[config.mk]
export PLATFORM = sky130hd
export DESIGN_NAME = nested_loop_seq
export DESIGN_NICKNAME = d
export VERILOG_FILES = /design/src/rtl/nested_loop_pkg.sv /design/src/rtl/loop_idx_ctr.sv /design/src/rtl/nested_loop_seq.sv
export SDC_FILE = /design/constraint.sdc
export NUM_CORES = 1
export LEC_CHECK = 0
export CAP_MARGIN = 20
export CORE_MARGIN = 10
export CORE_UTILIZATION = 53
export CTS_CLUSTER_SIZE = 30
export DETAILED_ROUTE_END_ITERATION = 10
export PLACE_DENSITY = 0.78
export SLEW_MARGIN = 25
export SYNTH_ARGS = -nofsm -noshare
export SYNTH_HDL_FRONTEND = slang
export SYNTH_HIERARCHICAL = 1
export SYNTH_SLANG_ARGS = --single-unit
[constraint.sdc]
create_clock -name clk -period 4.2 [get_ports clk]
set_clock_uncertainty 0.05 [all_clocks]
set_input_delay 0.63 -clock clk [delete_from_list [all_inputs] [get_ports clk]]
set_output_delay 0.63 -clock clk [all_outputs]
set_load 0.05 [all_outputs]
[src/rtl/nested_loop_pkg.sv]
// nested_loop_pkg: shared types and helpers for the nested loop index sequencer.
// Holds the sequencer state encoding, the default index width and the
// last-index compare used by each bounded counter.
package nested_loop_pkg;

   localparam int IDX_W_DEF = 8;

   typedef enum logic [1:0] {
      ST_IDLE = 2'b00,
      ST_RUN  = 2'b01,
      ST_DONE = 2'b10
   } state_e;

   // True when idx is the final value for bound lim, i.e. idx == lim-1 taken
   // modulo 2^w. Only meaningful for lim >= 1 (a zero bound never enters RUN).
   // The subtraction is done at w bits so the largest bound 2^w-1 compares
   // against 2^w-2 with no carry out of the index width.
   function automatic logic idx_is_last(input logic [31:0] idx,
                                        input logic [31:0] lim,
                                        input int unsigned w);
      logic [31:0] mask;
      mask = (32'd1 << w) - 32'd1;
      return ((idx & mask) == ((lim - 32'd1) & mask));
   endfunction

endpackage

[src/rtl/loop_idx_ctr.sv]
// loop_idx_ctr: one bounded up-counter for a loop level of nested_loop_seq.
// Latency: idx_o updates on the clock edge after load_i/en_i; last_o/wrap_o are combinational.
// Backpressure: none of its own; the parent gates en_i with the output handshake.
// Ports:
//   clk, rst_n   clock, async active-low reset
//   load_i       clear index to 0 and latch lim_i as the bound (wins over en_i)
//   lim_i        bound to latch
//   en_i         advance one step
//   sat_i        on the last value, hold instead of wrapping back to 0
//   idx_o        current index
//   last_o       idx_o == latched bound - 1
//   wrap_o       en_i on the last value (a full pass of this level completed)
module loop_idx_ctr
   import nested_loop_pkg::*;
#(
   parameter int W = IDX_W_DEF
) (
   input  logic         clk,
   input  logic         rst_n,
   input  logic         load_i,
   input  logic [W-1:0] lim_i,
   input  logic         en_i,
   input  logic         sat_i,
   output logic [W-1:0] idx_o,
   output logic         last_o,
   output logic         wrap_o
);

   logic [W-1:0] idx_q, idx_d;
   logic [W-1:0] lim_q, lim_d;

   assign last_o = idx_is_last(32'(idx_q), 32'(lim_q), W);
   assign wrap_o = en_i & last_o;
   assign idx_o  = idx_q;

   always_comb begin
      idx_d = idx_q;
      lim_d = lim_q;
      if (load_i) begin
         idx_d = '0;
         lim_d = lim_i;
      end else if (en_i) begin
         if (last_o) begin
            idx_d = sat_i ? idx_q : '0;
         end else begin
            idx_d = idx_q + W'(1);
         end
      end
   end

   always_ff @(posedge clk or negedge rst_n) begin
      if (!rst_n) begin
         idx_q <= '0;
         lim_q <= '0;
      end else begin
         idx_q <= idx_d;
         lim_q <= lim_d;
      end
   end

endmodule

[src/rtl/nested_loop_seq.sv]
// nested_loop_seq: two-level loop index sequencer, emits (i,j) pairs with j innermost.
// Latency: first pair valid 1 cycle after an accepted start; one pair per cycle when idx_ready=1.
// Backpressure: idx_i/idx_j/iter_count hold while idx_valid=1 and idx_ready=0.
// Ports:
//   clk, rst               clock, async active-low reset
//   start                  begin a sequence (accepted only in IDLE or DONE)
//   outer_lim, inner_lim   loop bounds, latched on accepted start
//   idx_i, idx_j           current outer/inner index
//   idx_valid, idx_ready   output stream handshake
//   busy                   sequence running
//   finish                 level, sequence complete until next accepted start
//   iter_count             pairs accepted in the current or last sequence
// Optional build macro LOOP_ABORT_EN adds input abort and output aborted.
module nested_loop_seq
   import nested_loop_pkg::*;
#(
   parameter int IDX_W = IDX_W_DEF,
   parameter int CNT_W = 2 * IDX_W
) (
   input  logic             clk,
   input  logic             rst,
   input  logic             start,
   input  logic [IDX_W-1:0] outer_lim,
   input  logic [IDX_W-1:0] inner_lim,
   output logic [IDX_W-1:0] idx_i,
   output logic [IDX_W-1:0] idx_j,
   output logic             idx_valid,
   input  logic             idx_ready,
`ifdef LOOP_ABORT_EN
   input  logic             abort,
   output logic             aborted,
`endif
   output logic             busy,
   output logic             finish,
   output logic [CNT_W-1:0] iter_count
);

   state_e           state_q, state_d;
   logic [CNT_W-1:0] iter_count_q, iter_count_d;

   logic start_acc;
   logic zero_lim;
   logic hs;
   logic abort_req;
   logic in_last, in_wrap;
   logic out_last, out_wrap;

   assign start_acc = start & (state_q != ST_RUN);
   assign zero_lim  = (outer_lim == '0) | (inner_lim == '0);
   assign hs        = (state_q == ST_RUN) & idx_ready;

`ifdef LOOP_ABORT_EN
   logic aborted_q, aborted_d;
   assign abort_req = abort & (state_q == ST_RUN);
   assign aborted   = aborted_q;
`else
   assign abort_req = 1'b0;
`endif

   // Inner level advances on every handshake. It saturates on the final pair
   // (outer also on its last value) so the indices keep their last values in DONE.
   loop_idx_ctr #(.W(IDX_W)) u_inner (
      .clk    (clk),
      .rst_n  (rst),
      .load_i (start_acc),
      .lim_i  (inner_lim),
      .en_i   (hs),
      .sat_i  (out_last),
      .idx_o  (idx_j),
      .last_o (in_last),
      .wrap_o (in_wrap)
   );

   // Outer level steps when the inner level completes a pass. Its wrap is
   // exactly the handshake of the final pair, so it never needs to roll over.
   loop_idx_ctr #(.W(IDX_W)) u_outer (
      .clk    (clk),
      .rst_n  (rst),
      .load_i (start_acc),
      .lim_i  (outer_lim),
      .en_i   (in_wrap),
      .sat_i  (1'b1),
      .idx_o  (idx_i),
      .last_o (out_last),
      .wrap_o (out_wrap)
   );

   always_comb begin
      state_d      = state_q;
      iter_count_d = iter_count_q;
      case (state_q)
         ST_IDLE, ST_DONE: begin
            if (start_acc) begin
               iter_count_d = '0;
               state_d      = zero_lim ? ST_DONE : ST_RUN;
            end
         end
         ST_RUN: begin
            if (hs) begin
               iter_count_d = iter_count_q + CNT_W'(1);
            end
            // A handshake in the same cycle as abort is still counted above.
            if (out_wrap || abort_req) begin
               state_d = ST_DONE;
            end
         end
         default: begin
            state_d = ST_IDLE;
         end
      endcase
   end

`ifdef LOOP_ABORT_EN
   always_comb begin
      aborted_d = aborted_q;
      if (start_acc) begin
         aborted_d = 1'b0;
      end else if (abort_req) begin
         aborted_d = 1'b1;
      end
   end

   always_ff @(posedge clk or negedge rst) begin
      if (!rst) begin
         aborted_q <= 1'b0;
      end else begin
         aborted_q <= aborted_d;
      end
   end
`endif

   always_ff @(posedge clk or negedge rst) begin
      if (!rst) begin
         state_q      <= ST_IDLE;
         iter_count_q <= '0;
      end else begin
         state_q      <= state_d;
         iter_count_q <= iter_count_d;
      end
   end

   assign idx_valid  = (state_q == ST_RUN);
   assign busy       = (state_q == ST_RUN);
   assign finish     = (state_q == ST_DONE);
   assign iter_count = iter_count_q;

endmodule
Word level (Yosys, flattened, before mapping)
Cells that the tools add are included.
- multiplexer cells: 14
- bitwise logic cells: 5
- reductions and logical operators: 11
- equality and inequality tests: 10
- add/subtract/negate cells: 5
- operators by type and width (cell ; count):
    8-bit two-way mux ; 7
    16-bit two-way mux ; 2
    16-bit case mux with 2 select lines ; 1
    16-bit by 1-bit adder with 16-bit output, second input constant ; 1
    8-bit by 1-bit adder with 8-bit output, second input constant ; 2
    8-bit == test ; 2
    8-bit zero test ; 2
    8-bit by 1-bit subtractor with 8-bit output, second input constant ; 2
    2-bit two-way mux ; 3
    2-bit by 1-bit != test with 1-bit output, second input constant ; 3
    2-bit AND reduction ; 3
    2-bit nonzero test ; 3
    1-bit bitwise AND ; 4
    2-bit != test, second input constant ; 2
    2-bit case mux with 2 select lines ; 1
    3-bit != test, second input constant ; 1
    3-bit AND reduction ; 1
    2-bit by 1-bit == test with 1-bit output, second input constant ; 1
    2-bit == test, second input constant ; 1
    2-bit zero test ; 1
    2-bit OR reduction ; 1
    1-bit OR ; 1
- register bits after elaboration: 50
- output and inout port bits: 35
- bits of input ports: 20
- logic and storage cells: 51

Longest topological paths before layout
- depth in word-level cells: 6
- gate-level depth with buffers: 14
- mapped depth without buffers: 12

By module
The synthesis kept the hierarchy.
- modules (own cells, without submodules) (module ; seq. area each (µm²) ; area each (µm²) ; times used ; cells each):
    loop_idx_ctr ; 400.4 ; 1078.5 ; 2 ; 112
    nested_loop_seq ; 450.4 ; 994.7 ; 1 ; 107

Worst setup path before layout
Ideal clock, no wire load.
- kind: flip-flop to flip-flop
- start point: register u_inner.idx_q[7], in the netlist u_inner/idx_o[7]
- end point: register u_outer.idx_q[5], in the netlist u_outer/idx_o[5]
- path buffers: 2
- data required time: 4068 ps
- slack: 1103 ps
- clock period less this slack: 3097 ps
- stages on the path, launching flop included: 12
- arrival time: 2965 ps
- setup time: 82 ps
- cells stage by stage: dfrtp_1 xor2_1 a2111oi_0 a31oi_1 a311oi_4 buf_6 and2_1 clkbuf_1 and3_1 nand2_1 or3_1 a31oi_1
- cells in the longest elaborated chain, start to end: 4
- ends and longest elaborated chain (item ; line ; source):
    start, declared ; loop_idx_ctr.sv:29 ; logic [W-1:0] idx_q, idx_d;
    start signal, assigned ; loop_idx_ctr.sv:56 ; idx_q <= idx_d;
    8-bit == test ; nested_loop_pkg.sv:23 ; return ((idx & mask) == ((lim - 32'd1) & mask));
    via in_last ; nested_loop_seq.sv:45 ; logic in_last, in_wrap;
    1-bit bitwise AND ; loop_idx_ctr.sv:33 ; assign wrap_o = en_i & last_o;
    via in_wrap ; nested_loop_seq.sv:45 ;
    2-bit nonzero test (no source line) ; - ;
    2-bit AND reduction (no source line) ; - ;
    end signal, assigned ; loop_idx_ctr.sv:56 ;
    end, declared ; loop_idx_ctr.sv:29 ;
The timed path passes the listed nets, and every way through them passes these cells.
A chain may end at the register's enable or synchronous reset.

Worst setup path after layout
- start point: register u_inner.lim_q[0]
- end point: register u_outer.idx_q[5], in the netlist u_outer/idx_o[5]
- cells in the longest elaborated chain, start to end: 5
- ends and longest elaborated chain (item ; line ; source):
    start, declared ; loop_idx_ctr.sv:30 ; logic [W-1:0] lim_q, lim_d;
    start signal, assigned ; loop_idx_ctr.sv:57 ; lim_q <= lim_d;
    8-bit by 1-bit subtractor with 8-bit output ; nested_loop_pkg.sv:23 ;
    8-bit == test ; nested_loop_pkg.sv:23 ;
    via in_last ; nested_loop_seq.sv:45 ;
    1-bit bitwise AND ; loop_idx_ctr.sv:33 ;
    via in_wrap ; nested_loop_seq.sv:45 ;
    2-bit nonzero test (no source line) ; - ;
    2-bit AND reduction (no source line) ; - ;
The timed path passes the listed nets, and every way through them passes these cells.

==> impl_metrics.ini <==
[drt]
routed_wl_um = 7180
drt-pass1-iter-count = 4
viasPerCell = 5.72
dr.first_iter.drc_count = 109
via_count = 2612
ant_nets = 0
drc = 0
wl_per_cell_um = 15.7

[floorplan]
core_region_area_um2 = 5850
die_height_um = 97.1
die_w_um = 97.1
dieArea_um2 = 9430
io_pins = 55
row_count = 28
start_util_pct = 53.9

[synth]
synth.most_common_cell = dfrtp_1
synth_area_leader_cell = dfrtp_1
ys_ff_latch = 50
synth_top_area_share_pct = 39.7
avgSynthCellArea_um2 = 9.52
seq_area_frac_synth_pct = 39.7
synth_area_um2 = 3150
synth.distinct_cells = 48
synthFlopType = dfrtp_1
netlist_instances = 331
ys_warn_count = 6
synth_area_leaders = dfrtp_1 40%, xnor2_1 6.1%, nand2b_1 3.6%, nand3_1 3.2%, xor2_1 3.1%
async_flop_share_pct = 100
synth-edff-count = 0
synth_common_cells = 50 x dfrtp_1, 24 x nand2_1, 22 x xnor2_1

[global_routing]
grt_usage_pct = 15.5
grt_start_max_net_pins = 51
met3_usage_pct = 4.91
grt_pass1_wl_um = 12600
first_global_vias = 2676
use_met2_pct = 25.3
top_usage_layer = met2
grt_remaining_overflow = 0
use_met1_pct = 18.9
antenna_found_initial = 0

[worst_setup_path]
cp-endpoint = u_outer/idx_o[5]$_DFFE_PN0P_
arrival_ns = 3.28
crit_type = register to register
r2r_end = u_outer/idx_o[5]$_DFFE_PN0P_
critPathCaptureType = register
cp_slowest_stage_delay_ns = 0.44
rrSetupSlack_ns = 1.10
path_max_fanout = 18
worst_path_max_delay_cell = dfrtp_1
r2r_start = u_inner/lim_q[0]$_DFFE_PN0P_
cp-start-kind = register
crit_path_start = u_inner/lim_q[0]$_DFFE_PN0P_
worstPathRequired_ns = 4.39
ff2ff_path_depth = 12
crit_chain = inv_1 > ha_1 > or3b_4 > nor4_4 > o2111ai_2 > a311oi_4 > buf_4 > and2_1 > and3_1 > nand2_1 > or3_1 > a31oi_1

[cells_and_area]
syn2layout_area_growth_pct = 21.4
fin_util_pct = 65.4
drive_gt1_share_pct = 9.69
fin_nets = 406
diodes = 0
n_fill_cell = 480

[clock_tree]
clock-root-buffer = clkbuf_8
clk_latency_ns = 0.31
cts_hold_buf = 0
clkTransAtPathRegs_ns = 0.10
cts.sinks = 50
clock_path_buffers = 2
tritoncts = done
cts_max_level = 2
cts_setup_buffers = 0
post_cts_resized = 0
cts_made_buffers = 5

[timing]
finalCriticalPeriod_ns = 3.10
clock.fmax_ghz = 0.323
fin_crit_sh_pct = 73.7
setup_slack_ns = 1.10
setup_tns_ns = 0
whs_ns = 0.267
rsz0062_at_grt = no
setup_violations = 0
relSlewSlack_pct = 42.1
tightest_slew_ns = 0.868
maxSlewViolCount = 0
finalHoldViolCount = 0

[outcome]
status = finished, final reports clean

[power_and_ir_drop]
powerDensity_nw_per_um2 = 507
leakagePower_nw = 1.48
vdd_drop_max_mv = 0.433
power_mw = 1.94

[placement]
place.port_buffers = 54
dp_slack_ns = 1.11
place_congestion = 0.789
place_hpwl_um = 5340

[job]
max-cap-violations = 0

[min_path]
worstHoldPathType = input pin to asynchronous set/reset pin
==> power breakdown <==
part	switching [mW]	total (mW)	internal [mW]
Sequential	0.175	0.763	0.589
Combinational	0.515	0.875	0.360
Clock	0.167	0.300	0.133
Total	0.858	1.94	1.08
==> metal layers <==
layer / part of all wire [%] / vias to the layer above
li1: - / 1287
met1: 45 / 1261
met2: 48 / 56
met3: 5.6 / 8
met4: 1.3 / 0
met5: 0 / -
==> logic make-up after synthesis <==
| logic type | count (synthesis) | synth area share (%) |
|---|---|---|
| muxes | 8 | 2.86 |
| DFF | 50 | 39.7 |
| buffers and inverters | 34 | 4.92 |
| other | 1 | 0.119 |
| adders and majority gates | 5 | 1.98 |
| AOI/OAI and AO/OA | 64 | 15.3 |
| and+or+nand+nor | 136 | 25.9 |
| xor gates and xnor gates | 33 | 9.17 |
==> how the worst min path moves through the flow <==
stage / start / endpoint / slack [ns]
finish: rst / u_outer/idx_o[4]$_DFFE_PN0P_ / 0.27
global route: rst / u_outer/idx_o[4]$_DFFE_PN0P_ / 0.32
CTS: rst / u_outer/idx_o[4]$_DFFE_PN0P_ / 0.31
detailed placement: iter_count[14]$_DFFE_PN0P_ / iter_count[14]$_DFFE_PN0P_ / 0.47
global placement: iter_count[14]$_DFFE_PN0P_ / iter_count[14]$_DFFE_PN0P_ / 0.45
floorplan: rst / iter_count[0]$_DFFE_PN0P_ / 0.28
==> layout by cell type (no fill, tap or decap), drive strengths merged, types with 3 or more instances in the layout <==
cell / Yosys / layout
ha: 5 / 5
or3b: 4 / 4
or3: 5 / 5
nor3: 8 / 8
xnor2: 22 / 22
a211oi: 5 / 5
mux2: 8 / 8
nand2b: 19 / 19
inv: 18 / 18
buf: 5 / 5
nand3: 20 / 20
clkdlybuf4s50: 0 / 53
and3: 4 / 4
nor4: 9 / 9
a2111oi: 4 / 4
nand4: 15 / 15
and2: 3 / 3
xor2: 11 / 11
clkbuf: 11 / 6
nor2b: 3 / 3
o21ai: 13 / 13
a21oi: 14 / 14
a21o: 4 / 4
a31oi: 6 / 6
nor2: 13 / 13
nand3b: 4 / 4
nand2: 24 / 24
dfrtp: 50 / 50
==> area by class of cell <==
type                       instances  area (um^2)  share of cell area, %
inverter                          18         67.6                   1.77
timing repair buffer              58          568                   14.9
clock buffer                       6         82.6                   2.16
sequential                        50         1250                   32.7
clock inverter                     2         12.5                  0.327
tap                               75         93.8                   2.45
multi-input combinational        248         1750                   45.7
==> registers in the layout, indices dropped and copies added (netlist names) <==
signal / count
iter_count: 16
state_q: 2
u_inner/idx_o: 8
u_inner/lim_q: 8
u_outer/idx_o: 8
u_outer/lim_q: 8
==> worst max-delay path, delay by kind of cell (launching register included) <==
kind	cells	cell delay (ns)
buf+inv	2	0.34
compound gates	3	0.55
fa+ha+maj	1	0.17
flops	1	0.44
simple gates	6	1.48
==> metrics by stage <==
stage / area (um^2) / instances
2_1_floorplan: 3160 / 332
3_3_place_gp: 3730 / 449
3_5_place_dp: 3730 / 449
4_1_cts: 3820 / 457
5_1_grt: 3820 / 457
6_report: 3820 / 457
No activity file was read; power rests on OpenSTA's default activity.
